### config.mk
export PLATFORM = sky130hd
export DESIGN_NAME = mbr_block_responder
export DESIGN_NICKNAME = d
export VERILOG_FILES = /design/src/rtl/mbr_block_responder.sv
export SDC_FILE = /design/constraint.sdc
export NUM_CORES = 1
export LEC_CHECK = 0
export BUFFER_PORTS_ARGS = -buffer_cell sky130_fd_sc_hd__buf_2
export CAP_MARGIN = 20
export CELL_PAD_IN_SITES_DETAIL_PLACEMENT = 1
export CELL_PAD_IN_SITES_GLOBAL_PLACEMENT = 1
export CORE_UTILIZATION = 35
export DETAILED_ROUTE_END_ITERATION = 12
export GPL_TIMING_DRIVEN = 0
export MAX_ROUTING_LAYER = met4
export PLACE_DENSITY_LB_ADDON = 0.1
export SLEW_MARGIN = 20
export SYNTH_ARGS = -nofsm -noshare
export SYNTH_HDL_FRONTEND = slang
export SYNTH_SLANG_ARGS = --single-unit
### constraint.sdc
create_clock -name clk -period 1.9 [get_ports clk]
set_input_delay 0.095 -clock clk [delete_from_list [all_inputs] [get_ports clk]]
set_output_delay 0.095 -clock clk [all_outputs]
set_load 0.01 [all_outputs]
### src/rtl/mbr_block_responder.sv
// Emulated SD-card block responder: serves a synthetic MBR in block 0 and a
// counting pattern in every other block, one byte per request, with busy timing.
module mbr_block_responder #(
  parameter int INIT_CYCLES   = 8,
  parameter int BLOCK_LATENCY = 16,
  parameter int BYTE_LATENCY  = 2
) (
  input  logic        clk,
  input  logic        reset,
  input  logic        spi_r_block,
  input  logic        spi_r_byte,
  input  logic [31:0] spi_block_addr,
  output logic        spi_busy,
  output logic        spi_err,
  output logic [7:0]  spi_data_out,
  input  logic [31:0] part_lba,
  input  logic [31:0] part_size,
  input  logic        bad_sig,
  input  logic        inject_err,
  output logic [3:0]  debug_leds
);

  localparam int MAX_A   = (INIT_CYCLES > BLOCK_LATENCY) ? INIT_CYCLES : BLOCK_LATENCY;
  localparam int MAX_LAT = (MAX_A > BYTE_LATENCY) ? MAX_A : BYTE_LATENCY;
  localparam int CW      = $clog2(MAX_LAT + 1);

  typedef enum logic [2:0] {
    S_INIT      = 3'd0,
    S_IDLE      = 3'd1,
    S_LOAD      = 3'd2,
    S_READY     = 3'd3,
    S_BYTE_WAIT = 3'd4,
    S_ERROR     = 3'd5
  } state_t;

  state_t        state, state_n;
  logic [CW-1:0] cnt, cnt_n;
  logic [9:0]    idx, idx_n;
  logic [31:0]   addr, addr_n;
  logic          busy_n, err_n;
  logic [7:0]    data_n;
  logic [7:0]    byte_val;

  // Image content is computed live so partition inputs are taken at presentation time.
  always_comb begin
    byte_val = 8'h00;
    if (idx[9]) begin
      byte_val = 8'h00;
    end else if (addr == 32'd0) begin
      case (idx[8:0])
        9'h1BE:  byte_val = 8'h80;
        9'h1C2:  byte_val = 8'h0C;
        9'h1C6:  byte_val = part_lba[7:0];
        9'h1C7:  byte_val = part_lba[15:8];
        9'h1C8:  byte_val = part_lba[23:16];
        9'h1C9:  byte_val = part_lba[31:24];
        9'h1CA:  byte_val = part_size[7:0];
        9'h1CB:  byte_val = part_size[15:8];
        9'h1CC:  byte_val = part_size[23:16];
        9'h1CD:  byte_val = part_size[31:24];
        9'h1FE:  byte_val = bad_sig ? 8'h00 : 8'h55;
        9'h1FF:  byte_val = 8'hAA;
        default: byte_val = 8'h00;
      endcase
    end else begin
      byte_val = addr[7:0] + idx[7:0];
    end
  end

  always_comb begin
    state_n = state;
    cnt_n   = cnt;
    idx_n   = idx;
    addr_n  = addr;
    busy_n  = spi_busy;
    err_n   = spi_err;
    data_n  = spi_data_out;
    case (state)
      S_INIT: begin
        if (cnt <= CW'(1)) begin
          state_n = S_IDLE;
          busy_n  = 1'b0;
        end else begin
          cnt_n = cnt - CW'(1);
        end
      end
      S_IDLE: begin
        busy_n = 1'b0;
        err_n  = 1'b0;
        if (spi_r_block) begin
          addr_n = spi_block_addr;
          idx_n  = 10'd0;
          if (inject_err) begin
            state_n = S_ERROR;
            err_n   = 1'b1;
          end else begin
            state_n = S_LOAD;
            busy_n  = 1'b1;
            cnt_n   = CW'(BLOCK_LATENCY);
          end
        end
      end
      S_LOAD, S_BYTE_WAIT: begin
        // Releasing the block request abandons whatever latency is pending.
        if (!spi_r_block) begin
          state_n = S_IDLE;
          busy_n  = 1'b0;
          idx_n   = 10'd0;
        end else if (cnt <= CW'(1)) begin
          state_n = S_READY;
          busy_n  = 1'b0;
          data_n  = byte_val;
        end else begin
          cnt_n = cnt - CW'(1);
        end
      end
      S_READY: begin
        if (!spi_r_block) begin
          state_n = S_IDLE;
          busy_n  = 1'b0;
          idx_n   = 10'd0;
        end else if (spi_r_byte) begin
          state_n = S_BYTE_WAIT;
          busy_n  = 1'b1;
          cnt_n   = CW'(BYTE_LATENCY);
          idx_n   = (idx == 10'd512) ? idx : idx + 10'd1;
        end
      end
      S_ERROR: begin
        busy_n = 1'b0;
        err_n  = 1'b1;
        if (!spi_r_block) begin
          state_n = S_IDLE;
          err_n   = 1'b0;
        end
      end
      default: begin
        state_n = S_INIT;
        busy_n  = 1'b1;
        err_n   = 1'b0;
        cnt_n   = CW'(INIT_CYCLES);
      end
    endcase
  end

  always_ff @(posedge clk or posedge reset) begin
    if (reset) begin
      state        <= S_INIT;
      cnt          <= CW'(INIT_CYCLES);
      idx          <= 10'd0;
      addr         <= 32'd0;
      spi_busy     <= 1'b1;
      spi_err      <= 1'b0;
      spi_data_out <= 8'h00;
    end else begin
      state        <= state_n;
      cnt          <= cnt_n;
      idx          <= idx_n;
      addr         <= addr_n;
      spi_busy     <= busy_n;
      spi_err      <= err_n;
      spi_data_out <= data_n;
    end
  end

  assign debug_leds = {1'b0, state};

endmodule

Word-level counts from Yosys, hierarchy flattened --
Cells that the tools add are included.
Cells by class: add/sub/neg operators 3, order comparisons 1, eq/ne operators 29, mux-type cells 37, bitwise operators 1, reductions and logical operators 10
Operator list (count):
- 9-bit == test (second input constant) | 12
- 8-bit one-hot mux with 12 select lines | 1
- 10-bit 2-to-1 mux | 5
- 32-bit logical NOT | 1
- 5-bit 2-to-1 mux | 6
- 10-bit one-hot mux with 3 select lines | 1
- 5-bit one-hot mux with 5 select lines | 1
- 3-bit 2-to-1 mux | 8
- 8-bit 2-to-1 mux | 2
- 2-bit != test (second input constant) | 8
- 3-bit one-hot mux with 5 select lines | 1
- 10-bit by 1-bit adder with 10-bit output (second input constant) | 1
- 10-bit == test (second input constant) | 1
- 5-bit AND reduction | 2
- 1-bit 2-to-1 mux | 9
- 3-bit != test (second input constant) | 3
- 8-bit adder | 1
- 7-bit 2-to-1 mux | 1
- 3-bit by 2-bit == test with 1-bit output (second input constant) | 2
- 3-bit == test (second input constant) | 2
- 6-bit AND reduction | 1
- 5-bit by 1-bit <= comparator with 1-bit output (second input constant) | 1
- 1-bit one-hot mux with 5 select lines | 1
- 5-bit by 1-bit subtractor with 5-bit output (second input constant) | 1
- 9 further kinds | 9
Word-level totals: flip-flop bits (word level) 60, output and inout port bits 14, logic and storage cells 88

Longest topological paths before layout --
Gate-level depths: netlist (run 1).
depth after elaboration 5, depth in mapped cells 9

Worst setup path before layout (run 1) --
Ideal clock, no wire load.
kind reg2reg, start reg idx[1], end reg spi_data_out[2], setup time 0.118 ns, arrival 1.867 ns, data required time 1.782 ns, slack -0.085 ns, stages on the path, launching flop included 9, buffers on the path 1, clock period less this slack 1.985 ns, cell sequence dfrtp_1 inv_1 ha_1 and4bb_1 buf_2 and4_1 a221oi_1 a31oi_1 a21o_1
Between the ends: longest elaborated chain between the ends 4
Ends and longest elaborated chain:
- start: declaration | line 38 | logic [9:0] idx, idx_n;
- start signal: assignment | line 158 | idx <= idx_n;
- branches (longest 2 deep; another with 8-bit adder)
- 8-bit 2-to-1 mux * | line 49 | end else if (addr == 32'd0) begin
- 8-bit 2-to-1 mux * | line 47 | if (idx[9]) begin
- end signal: assignment | line 162 | spi_data_out <= data_n;
- end: declaration | line 15 | output logic [7:0] spi_data_out,
Mark *: on every way between the ends. A chain may end at the register's enable or synchronous reset.

Worst setup path after layout (run 1) --
start reg idx[0], end reg spi_data_out[4]
Same word-level chain as after synthesis.

==> summary.txt, run 1 <==
Placement
  • Post-DP HPWL: 9.364 mm
  • Setup WS pre-CTS: -0.4717 ns
  • Cell Area, Placed: 4656 um^2
  • RD Place Congestion: ~0.83
  • Port Buf Inserts: about 110

Die
  • Area of the die: around 11000 um^2
  • Die W: 107.2 um
  • Core box area: around 11000 um^2
  • Die height: around 110 um
  • Initial Util: between 30% and 40%
  • # rows: 38
  • IO Pins: roughly 120

Pwr
  • Power Density: between 1000 and 1500 nW/um^2
  • Psw: about 2.3 mW
  • Sequential power share: 37.0%
  • Internal: between 3 and 4 mW
  • Clock power share: between 20% and 30%
  • Leakage power: about 2.5 nW
  • Power Total: 6.208 mW
  • Logic pwr share: between 40% and 50%
  • Worst VDD drop: 512.5 uV
  • Switch share: between 30% and 40%

Timing
  • Tcrit/Tclk final: 102.4%
  • Final Worst Setup Slack: -0.04512 ns
  • Fmax achieved: slightly above 500 MHz
  • Worst hold margin: between 0.05 and 0.06 ns
  • Clock Skews: 0.006292 ns
  • RSZ-0062 raised after global routing: true
  • Finish-stage setup viols: 3
  • Post-route minimum period: slightly below 2 ns
  • Max Slew Vio Count: 0
  • Fin. Hold Viols: 0

Finish
  • P&R area growth vs syn: 48.93%
  • Proportion of layout cells with a drive suffix above 1: between 40% and 50%
  • Antenna fix cells: 0
  • Nets: around 700
  • Final Cell Area: between 5000 and 6000 um^2
  • Final design utilization: 53.49%
  • # fillers: ~1.2k

Clock network
  • Clock sinks: 60
  • CTS tree: yes
  • TritonCTS Buffers: 9
  • CTS Buffer Depth: 2
  • Worst skew pair latency: between 0.3 and 0.4 ns
  • Root buf cell: clkbuf_8
  • Clk slew on worst S/H paths: around 0.07 ns
  • Htree depth: 3

Worst setup path
  • Crit path capture type: register
  • WP data arrival: about 2.2 ns
  • Startpoint types: register
  • Critical path type: register to register
  • WP buf/inv: 0
  • Cell Chain, Critical Path: ha_4 > fa_2 > a21o_1 > a21oi_2 > xnor2_1 > o21ai_1 > a21oi_1 > a21o_1
  • Flop-to-flop setup slack: -0.05 ns
  • Peak per-stage delay on the critical path: between 0.4 and 0.5 ns
  • CP max FO: 6
  • CP max stage cell: dfrtp_2
  • CP top delay family: compound AO/OA/AOI/OAI gates
  • Worst Path Required: between 2 and 2.5 ns
  • Most used cell along the critical path: a21o_1

Min path
  • Hold Crit Class: input port to register

Synthesis
  • Ys async rst share: 100.0%
  • Post-Syn Area: slightly below 4000 um^2
  • Synth Warn #: 0
  • Syn Nets: slightly above 500
  • Register area share after synthesis: 38.80%
  • Post-synth EDFFs: 0
  • Syn Area/Cell: 9.788 um^2
  • Number of library cell types mapped by synthesis: 69
  • Post-synth top flop: dfrtp_1
  • Synth Instances: between 300 and 400
  • Post-synthesis register bit count: 60

Global routing
  • Antenna violations before repair: 0
  • First-pass GRT wire length: 19.93 mm
  • Largest net degree at the start of global routing: 49
  • Remaining global-route overflow: 0
  • Vias in the first global route: 4042
  • GR Util All Layers: between 20% and 30%

Route
  • ANT nets after route: 0
  • Routed vias: 3875
  • Vias/cell: approximately 5.4
  • Final routed DRC violation total: 0
  • Final wirelength: 13.05 mm
  • Per-cell routed wire length: ~18 um
  • Initial DRC Count: 121
  • Pre-antenna DRT Iters: 4

Run
  • Max-Cap Viols: 0

Outcome
  • Outcome: complete, but fails checks
  • Failing checks: negative setup slack
[per-layer routing]
layer  part of all wire, %  vias to the layer above  global-route usage [%]  routed length [um]
met5                     0                        -                       -                   0
met4                   2.2                        0                   8.513                 285
met3                   4.9                       20                   3.647                 638
met2                    52                      119                   42.26                6844
met1                    40                     1900                   25.61                5282
li1                      -                     1836                       -                   -
[final cells by class]
| type | count | area (um^2) | area share, % |
|---|---|---|---|
| Clock inverter | 6 | 86.33 | 1.495 |
| Clock buffer | 10 | 137.6 | 2.384 |
| Multi-Input combinational cell | 298 | 2541 | 44.02 |
| Timing Repair Buffer | 172 | 1111 | 19.25 |
| Sequential cell | 60 | 1516 | 26.27 |
| Inverter | 12 | 50.05 | 0.8669 |
| Buffer | 22 | 155.1 | 2.687 |
| Tap cell | 140 | 175.2 | 3.034 |
[kinds of logic after synthesis]
| kind of cell | synth area share [%] |
|---|---|
| AOI/OAI and AO/OA | 18.59 |
| xor gates and xnor gates | 2.259 |
| adders and majority gates | 5.036 |
| buffers and inverters | 4.777 |
| DFF | 38.80 |
| muxes | 12.10 |
| other | 0.09674 |
| and+or+nand+nor | 18.33 |
[final timing paths]
path                                        end  cells past startpoint             from
worst max register to register  spi_data_out[4]                      8           idx[0]
worst min register to register  spi_data_out[2]                      1  spi_data_out[2]
worst max-delay path            spi_data_out[4]                      8           idx[0]
worst min-delay path                    spi_err                      3       inject_err
min in group asynchronous              state[1]                      3            reset
max in group asynchronous                cnt[3]                      4            reset
[worst min-delay path: cells and delay by family]
family | cells | cell delay [ns]
buffers and inverters | 1 | 0.11
and+or+nand+nor | 1 | 0.08
AOI/OAI and AO/OA | 1 | 0.07
[synthesized netlist by cell type, types with 4 or more instances]
| cell | n | area share (%) |
|---|---|---|
| o21ai_0 | 22 | 2.8 |
| a21o_1 | 8 | 1.5 |
| o31ai_1 | 5 | 0.97 |
| mux2i_1 | 6 | 1.5 |
| mux2_2 | 33 | 9.6 |
| a21oi_1 | 15 | 1.9 |
| clkbuf_1 | 7 | 0.68 |
| nand2_1 | 23 | 2.2 |
| nor2b_1 | 6 | 0.97 |
| a31oi_1 | 5 | 0.81 |
| and2_1 | 5 | 0.81 |
| dfrtp_1 | 58 | 37 |
| nor3_1 | 4 | 0.52 |
| xor2_1 | 6 | 1.4 |
| nor4_1 | 9 | 1.5 |
| inv_1 | 12 | 1.2 |
| and3_1 | 4 | 0.65 |
| ha_1 | 14 | 4.5 |
| xnor2_1 | 4 | 0.90 |
| nor2_1 | 27 | 2.6 |
| nand3_1 | 14 | 1.8 |
| o22ai_1 | 7 | 1.1 |
| a22o_1 | 4 | 0.90 |
| nand4_1 | 8 | 1.3 |
| a22oi_1 | 14 | 2.7 |
| buf_2 | 15 | 1.9 |
[sequential cells by signal, summed over array words and instances, names as in the netlist]
name,count
spi_err,1
cnt,5
addr,32
idx,10
state,3
spi_data_out,8
spi_busy,1
[through the flow]
step           setup TNS (ns)  std cells
2_1_floorplan               0        396
3_3_place_gp           -33.99        649
3_5_place_dp           -4.052        650
4_1_cts               -0.2035        703
5_1_grt               -0.7465        720
6_report             -0.07293        720
[what timing repair did]
item / 4_1_cts / 5_1_grt
gates cloned: 0 / 1
hold buffers: 33 / 0
buffers inserted: 8 / 17
endpoints found under the hold margin: 91 / 0
gates resized for setup: 55 / 42
pin swaps: 8 / 17
endpoints found under the setup margin: 21 / 44
[power by group through the flow]
stage | registers, mW | clock network [mW] | logic, mW
global route | 2.37 | 1.40 | 2.86
detailed placement | 2.23 | 0 | 2.17
finish | 2.30 | 1.33 | 2.58
global placement | 2.20 | 0 | 2.06
floorplan | 2.17 | 0 | 1.53
CTS | 2.23 | 1.35 | 2.35
[cell usage in the layout (no fill, tap or decap), types with 10 or more instances in the layout]
cell           synthesis  routed
a21oi_1               15      11
a22oi_1               14      12
buf_2                 15     115
buf_4                  3      32
clkbuf_8               0      10
dfrtp_1               58      48
dfrtp_2                0      10
dlygate4sd3_1          0      33
mux2_2                33      33
nand2_1               23      22
nand3_1               14      12
nor2_1                27      23
o21ai_0               22      17
Power figures use the tool's default switching activity.
==> run 2, diff against run 1 <==
CORE_UTILIZATION = 39   (was 35)
CTS_CLUSTER_DIAMETER = 80   (was not set)
clock period = 1.8 ns   (was 1.9 ns; I/O delays follow)
==> summary.txt, run 2 (same netlist as run 1, synthesis figures left out) <==
Outcome
  • Outcome: complete, but fails checks (unchanged)
  • Failing checks: negative setup slack (unchanged)

Timing
  • Fmax achieved: 502.3 MHz (was 514.1 MHz)
  • Total negative slack: -1.617 ns (was -0.07293 ns)
  • RSZ-0062 raised after global routing: true (unchanged)
  • Least-Margin Pin Slew: 0.5201 ns
  • Fin. Hold Viols: 0 (unchanged)
  • Tcrit/Tclk final: 110.6% (was 102.4%)
  • Post-route minimum period: 1.991 ns (was 1.945 ns)
  • Worst hold margin: 0.06242 ns (was 0.05737 ns)
  • Clock Skews: 0.01059 ns (was 0.006292 ns)
  • Slew headroom: between 60% and 70%
  • Finish-stage setup viols: 16 (was 3)
  • Final Worst Setup Slack: -0.1907 ns (was -0.04512 ns)
  • Max Slew Vio Count: 0 (unchanged)

Die
  • Area of the die: 10340 um^2 (was 11500 um^2)
  • IO Pins: 116 (unchanged)
  • Core box area: 9684 um^2 (was 10790 um^2)
  • Initial Util: 40.03% (was 35.91%)
  • # rows: 36 (was 38)
  • Die height: 101.7 um (was 107.2 um)
  • Die W: 101.7 um (was 107.2 um)

Route
  • Final routed DRC violation total: 0 (unchanged)
  • Initial DRC Count: 137 (was 121)
  • Final wirelength: 16.05 mm (was 13.05 mm)
  • ANT nets after route: 0 (unchanged)
  • Routed vias: 4085 (was 3875)
  • Pre-antenna DRT Iters: 4 (unchanged)
  • Vias/cell: 5.604 (was 5.382)
  • Per-cell routed wire length: 22.02 um (was 18.12 um)

Pwr
  • Worst VDD drop: 858.7 uV (was 512.5 uV)
  • Psw: 2.886 mW (was 2.257 mW)
  • Power Density: 1150 nW/um^2 (was 1075 nW/um^2)
  • Logic pwr share: 46.0% (was 41.6%)
  • Internal: 4.257 mW (was 3.950 mW)
  • Clock power share: 18.3% (was 21.4%)
  • Switch share: 40.40% (was 36.36%)
  • Leakage power: 2.656 nW (was 2.528 nW)
  • Sequential power share: 35.8% (was 37.0%)

Worst setup path
  • Cells on worst reg2reg path: 6 (was 8)
  • Critical path type: register to register (unchanged)
  • Launch point of the worst path: addr[29] (was idx[0])
  • Startpoint types: register (unchanged)
  • Reg-to-Reg Start: addr[29] (was idx[0])
  • Critical path endpoint: spi_data_out[3] (was spi_data_out[4])
  • Flop-to-flop setup slack: -0.19 ns (was -0.05 ns)
  • Crit path capture type: register (unchanged)
  • WP data arrival: 2.25 ns (was 2.18 ns)
  • Worst Path Required: 2.06 ns (was 2.14 ns)
  • CP max FO: 5 (was 6)
  • RR Endpoint: spi_data_out[3] (was spi_data_out[4])

Placement
  • Post-DP HPWL: 9.154 mm (was 9.364 mm)
  • Placed cell count: 643 (was 650)
  • Cell Area, Placed: 4653 um^2 (was 4656 um^2)
  • RD Place Congestion: 0.8158 (was 0.8327)
  • Port Buf Inserts: 113 (unchanged)

Finish
  • Final Cell Area: 6213 um^2 (was 5773 um^2)
  • Antenna fix cells: 0 (unchanged)
  • Non-Filler Instances: 729 (was 720)
  • Largest registers: addr: 32 flops, idx: 10 flops, spi_data_out: 8 flops (unchanged)
  • Sequential cell area: 1518 um^2 (was 1516 um^2)
  • Largest Register: addr (unchanged)
  • P&R area growth vs syn: 60.30% (was 48.93%)
  • # fillers: 1055 (was 1221)
  • Area of the multi-input gates: 2836 um^2 (was 2541 um^2)
  • Largest register FFs: 32 (unchanged)
  • Commonest non-fill, non-tap cell in the layout: buf_2 (unchanged)
  • Proportion of layout cells with a drive suffix above 1: 57.05% (was 49.14%)
  • Final design utilization: 64.16% (was 53.49%)
  • Commonest cells after routing, fill and taps aside: buf_2 (114), dfrtp_1 (47), buf_4 (45) (was buf_2 (115), dfrtp_1 (48), mux2_2 (33), dlygate4sd3_1 (33), buf_4 (32))
  • Nets: 708 (was 692)

Run
  • Max-Cap Viols: 0 (unchanged)

Clock network
  • Htree depth: 3 (unchanged)
  • CTS Buffer Depth: 2 (unchanged)
  • Clk slew on worst S/H paths: 0.08 ns (was 0.07 ns)
  • Root buf cell: clkbuf_8 (unchanged)
  • TritonCTS Buffers: 9 (unchanged)
  • Clock sinks: 60 (unchanged)
  • CTS tree: yes (unchanged)
  • Worst skew pair latency: 0.36 ns (was 0.34 ns)

Global routing
  • Largest net degree at the start of global routing: 32 (was 49)
  • Antenna violations before repair: 0 (unchanged)
  • GR Util All Layers: 29.51% (was 23.26%)
  • Vias in the first global route: 4163 (was 4042)
  • First-pass GRT wire length: 22.00 mm (was 19.93 mm)
  • Remaining global-route overflow: 0 (unchanged)

Min path
  • Hold Crit Class: input port to register (unchanged)
==> run 2: cell count changes in the layout (fill, tap and decap cells not counted), moves of 4 or more <==
cell	change
o21ai_1	+7
o21ai_0	-7
nor2_1	-5
buf_6	+8
buf_4	+13
nor4_1	-4
==> run 2: timing repair <==
action,CTS,global route
endpoints found under the hold margin,62,0
endpoints found under the setup margin,55,55
pin swaps,21,31
resized for setup,87,82
hold buffers,33,0
cloned,1,1
buffers inserted,25,18
==> run 2: how the worst min path moves through the flow <==
stage                       startpoint  endpoint  slack (ns)  depth (start not counted)
global route               spi_r_block  state[1]        0.06                          2
detailed placement               reset  addr[31]        0.11                          2
floorplan           spi_block_addr[23]  addr[23]        0.22                          1
CTS                         inject_err   spi_err        0.03                          3
finish                     spi_r_block  state[1]        0.06                          2
global placement    spi_block_addr[25]  addr[25]        0.31                          2
==> run 2: stage by stage <==
stage / power (mW) / setup slack [ns]
detailed placement: 4.647 / -0.5488
global route: 7.505 / -0.2458
finish: 7.143 / -0.1907
floorplan: 3.907 / -0.01066
CTS: 6.325 / -0.1595
global placement: 4.500 / -0.7625
==> run 2: cell type report <==
cell class	instances	area share, %
multi-input cells	298	45.65
flip-flops and latches	60	24.43
repair buffers	191	20.62
well taps	133	2.678
plain buffers	19	2.517
clock buffers	11	2.275
clock inverters	5	0.9867
inverters	12	0.8458
==> run 2: per-layer routing <==
layer  vias up  GRT usage, %  wire, um
li1       1868             -         -
met1      2018         31.78      6249
met2       157         52.70      8428
met3        42         5.038       760
met4         0         13.49       616
met5         -             -         0
==> run 2: power groups by stage <==
stage / registers [mW] / logic, mW / clock network (mW)
3_3_place_gp: 2.33 / 2.17 / 0
5_1_grt: 2.62 / 3.51 / 1.38
6_report: 2.55 / 3.28 / 1.30
4_1_cts: 2.37 / 2.66 / 1.30
3_5_place_dp: 2.36 / 2.28 / 0
2_1_floorplan: 2.29 / 1.62 / 0
==> run 2: worst max-delay path, cell delays in order (launching register included) <==
cell,delay (ns)
dfrtp_1,0.41
nor4_2,0.37
nand4_1,0.22
or2_4,0.35
nor2_4,0.16
nand3_1,0.10
a32o_1,0.27
==> run 3, diff against run 2 <==
RECOVER_POWER = 25   (was not set)
==> summary.txt, run 3 (same netlist as run 1, synthesis figures left out) <==
Outcome
  • Outcome: complete, but fails checks (unchanged)
  • Failing checks: negative setup slack (unchanged)

Route
  • WL met2: 8.450 mm (was 8.428 mm)
  • Met3 WL: 767 um (was 760 um)
  • Per-cell routed wire length: 21.95 um (was 22.02 um)
  • Initial DRC Count: 137 (unchanged)
  • Pre-antenna DRT Iters: 4 (unchanged)
  • ANT nets after route: 0 (unchanged)
  • Vias/cell: 5.578 (was 5.604)
  • WL met1: 6.180 mm (was 6.249 mm)
  • Final wirelength: 16.00 mm (was 16.05 mm)
  • Top sig layer: met4 (unchanged)
  • Routed vias: 4066 (was 4085)
  • Final routed DRC violation total: 0 (unchanged)

Clock network
  • Root buf cell: clkbuf_8 (unchanged)
  • Htree depth: 3 (unchanged)
  • Clk slew on worst S/H paths: 0.08 ns (about the same)
  • CTS Buffer Depth: 2 (unchanged)
  • Worst skew pair latency: 0.36 ns (about the same)
  • TritonCTS Buffers: 9 (unchanged)
  • CTS tree: yes (unchanged)
  • Clock sinks: 60 (unchanged)

Finish
  • Antenna fix cells: 0 (unchanged)
  • Nets: 708 (unchanged)
  • Largest registers: addr: 32 flops, idx: 10 flops, spi_data_out: 8 flops (unchanged)
  • Commonest cells after routing, fill and taps aside: buf_2 (114), dfrtp_1 (47), buf_4 (45) (unchanged)
  • Largest register FFs: 32 (unchanged)
  • P&R area growth vs syn: 60.23% (was 60.30%)
  • # fillers: 1055 (unchanged)
  • Final design utilization: 64.13% (was 64.16%)
  • Final Cell Area: 6211 um^2 (was 6213 um^2)
  • Proportion of layout cells with a drive suffix above 1: 56.88% (was 57.05%)
  • Commonest non-fill, non-tap cell in the layout: buf_2 (unchanged)
  • Largest Register: addr (unchanged)

Timing
  • Final Worst Setup Slack: -0.1911 ns (was -0.1907 ns)
  • Clock Skews: 0.01278 ns (was 0.01059 ns)
  • Max Slew Vio Count: 0 (unchanged)
  • Slew headroom: 18.19% (was 65.06%)
  • Least-Margin Pin Slew: 1.226 ns (was 0.5201 ns)
  • Fmax achieved: 502.2 MHz (was 502.3 MHz)
  • Post-route minimum period: 1.991 ns (about the same)
  • Fin. Hold Viols: 0 (unchanged)
  • Finish-stage setup viols: 16 (unchanged)
  • Worst hold margin: 0.06202 ns (was 0.06242 ns)
  • Tcrit/Tclk final: 110.6% (about the same)
  • RSZ-0062 raised after global routing: true (unchanged)

Worst setup path
  • CP max FO: 5 (unchanged)
  • Worst Path Required: 2.06 ns (about the same)
  • WP buf/inv: 0 (unchanged)
  • Crit path capture type: register (unchanged)
  • CP max stage cell: dfrtp_1 (unchanged)
  • Startpoint types: register (unchanged)
  • Peak per-stage delay on the critical path: 0.41 ns (about the same)
  • CP top delay family: simple AND/OR/NAND/NOR gates (unchanged)
  • Cell Chain, Critical Path: nor4_2 > nand4_1 > or2_4 > nor2_4 > nand3_1 > a32o_1 (unchanged)
  • Critical path type: register to register (unchanged)
  • WP data arrival: 2.25 ns (about the same)

Pwr
  • Worst VDD drop: 862.0 uV (was 858.7 uV)
  • Leakage power: 2.657 nW (was 2.656 nW)
  • Power Density: 1148 nW/um^2 (was 1150 nW/um^2)

Die
  • # rows: 36 (unchanged)
  • IO Pins: 116 (unchanged)
  • Core box area: 9684 um^2 (unchanged)
  • Initial Util: 40.03% (unchanged)
  • Die height: 101.7 um (unchanged)
  • Area of the die: 10340 um^2 (unchanged)
  • Die W: 101.7 um (unchanged)

Global routing
  • GR Util All Layers: 29.51% (unchanged)
  • First-pass GRT wire length: 22.00 mm (unchanged)
  • Antenna violations before repair: 0 (unchanged)
  • Remaining global-route overflow: 0 (unchanged)
  • Vias in the first global route: 4163 (unchanged)
  • Largest net degree at the start of global routing: 32 (unchanged)

Min path
  • Hold Crit Class: input port to register (unchanged)

Placement
  • Port Buf Inserts: 113 (unchanged)
  • Setup WS pre-CTS: -0.5488 ns (unchanged)
  • RD Place Congestion: 0.8158 (unchanged)
  • Post-DP HPWL: 9.154 mm (unchanged)
  • Cell Area, Placed: 4653 um^2 (unchanged)

Run
  • Max-Cap Viols: 0 (unchanged)
## run 3: final cells by class
class | instances | area (um^2) | area share, %
multi-input combinational | 298 | 2836 | 45.67
sequential | 60 | 1518 | 24.44
timing repair buffer | 191 | 1281 | 20.63
tap | 133 | 166.4 | 2.679
buffer | 19 | 156.4 | 2.518
clock buffer | 11 | 141.4 | 2.276
clock inverter | 5 | 61.31 | 0.9871
inverter | 12 | 50.05 | 0.8058
## run 3: worst paths after layout
kind	from	end	slack [ns]	depth (start not counted)
worst max-delay path	addr[29]	spi_data_out[3]	-0.19	6
worst min register to register	spi_data_out[1]	spi_data_out[1]	0.48	1
max in group asynchronous	reset	spi_busy	0.35	4
min in group asynchronous	reset	addr[19]	0.59	3
worst min-delay path	spi_r_block	state[1]	0.06	2
worst max register to register	addr[29]	spi_data_out[3]	-0.19	6
## run 3: layer usage
metal,vias to the layer above,GRT usage (%)
met5,-,-
met4,0,13.49
met3,40,5.038
met2,151,52.70
met1,2007,31.78
li1,1868,-
## run 3: repair_timing
item                                   in CTS  in global routing
endpoints found under the hold margin      62                  0
setup endpoints to repair                  55                 55
hold buffers                               33                  0
pin swaps                                  21                 31
gates resized for setup                    87                 82
cloned                                      1                  1
setup buffers                              25                 18
## run 3: through the flow
stage	TNS (ns)	power [mW]	std cells
3_3_place_gp	-39.77	4.500	642
3_5_place_dp	-7.383	4.647	643
4_1_cts	-0.8671	6.325	712
2_1_floorplan	-0.01066	3.907	396
5_1_grt	-3.122	7.504	729
6_report	-1.616	7.133	729
## run 3: where the power goes
part           internal (mW)  total (mW)  switching, mW
logic                   1.65        3.28           1.63
registers               1.93        2.55          0.627
clock network          0.680        1.30          0.620
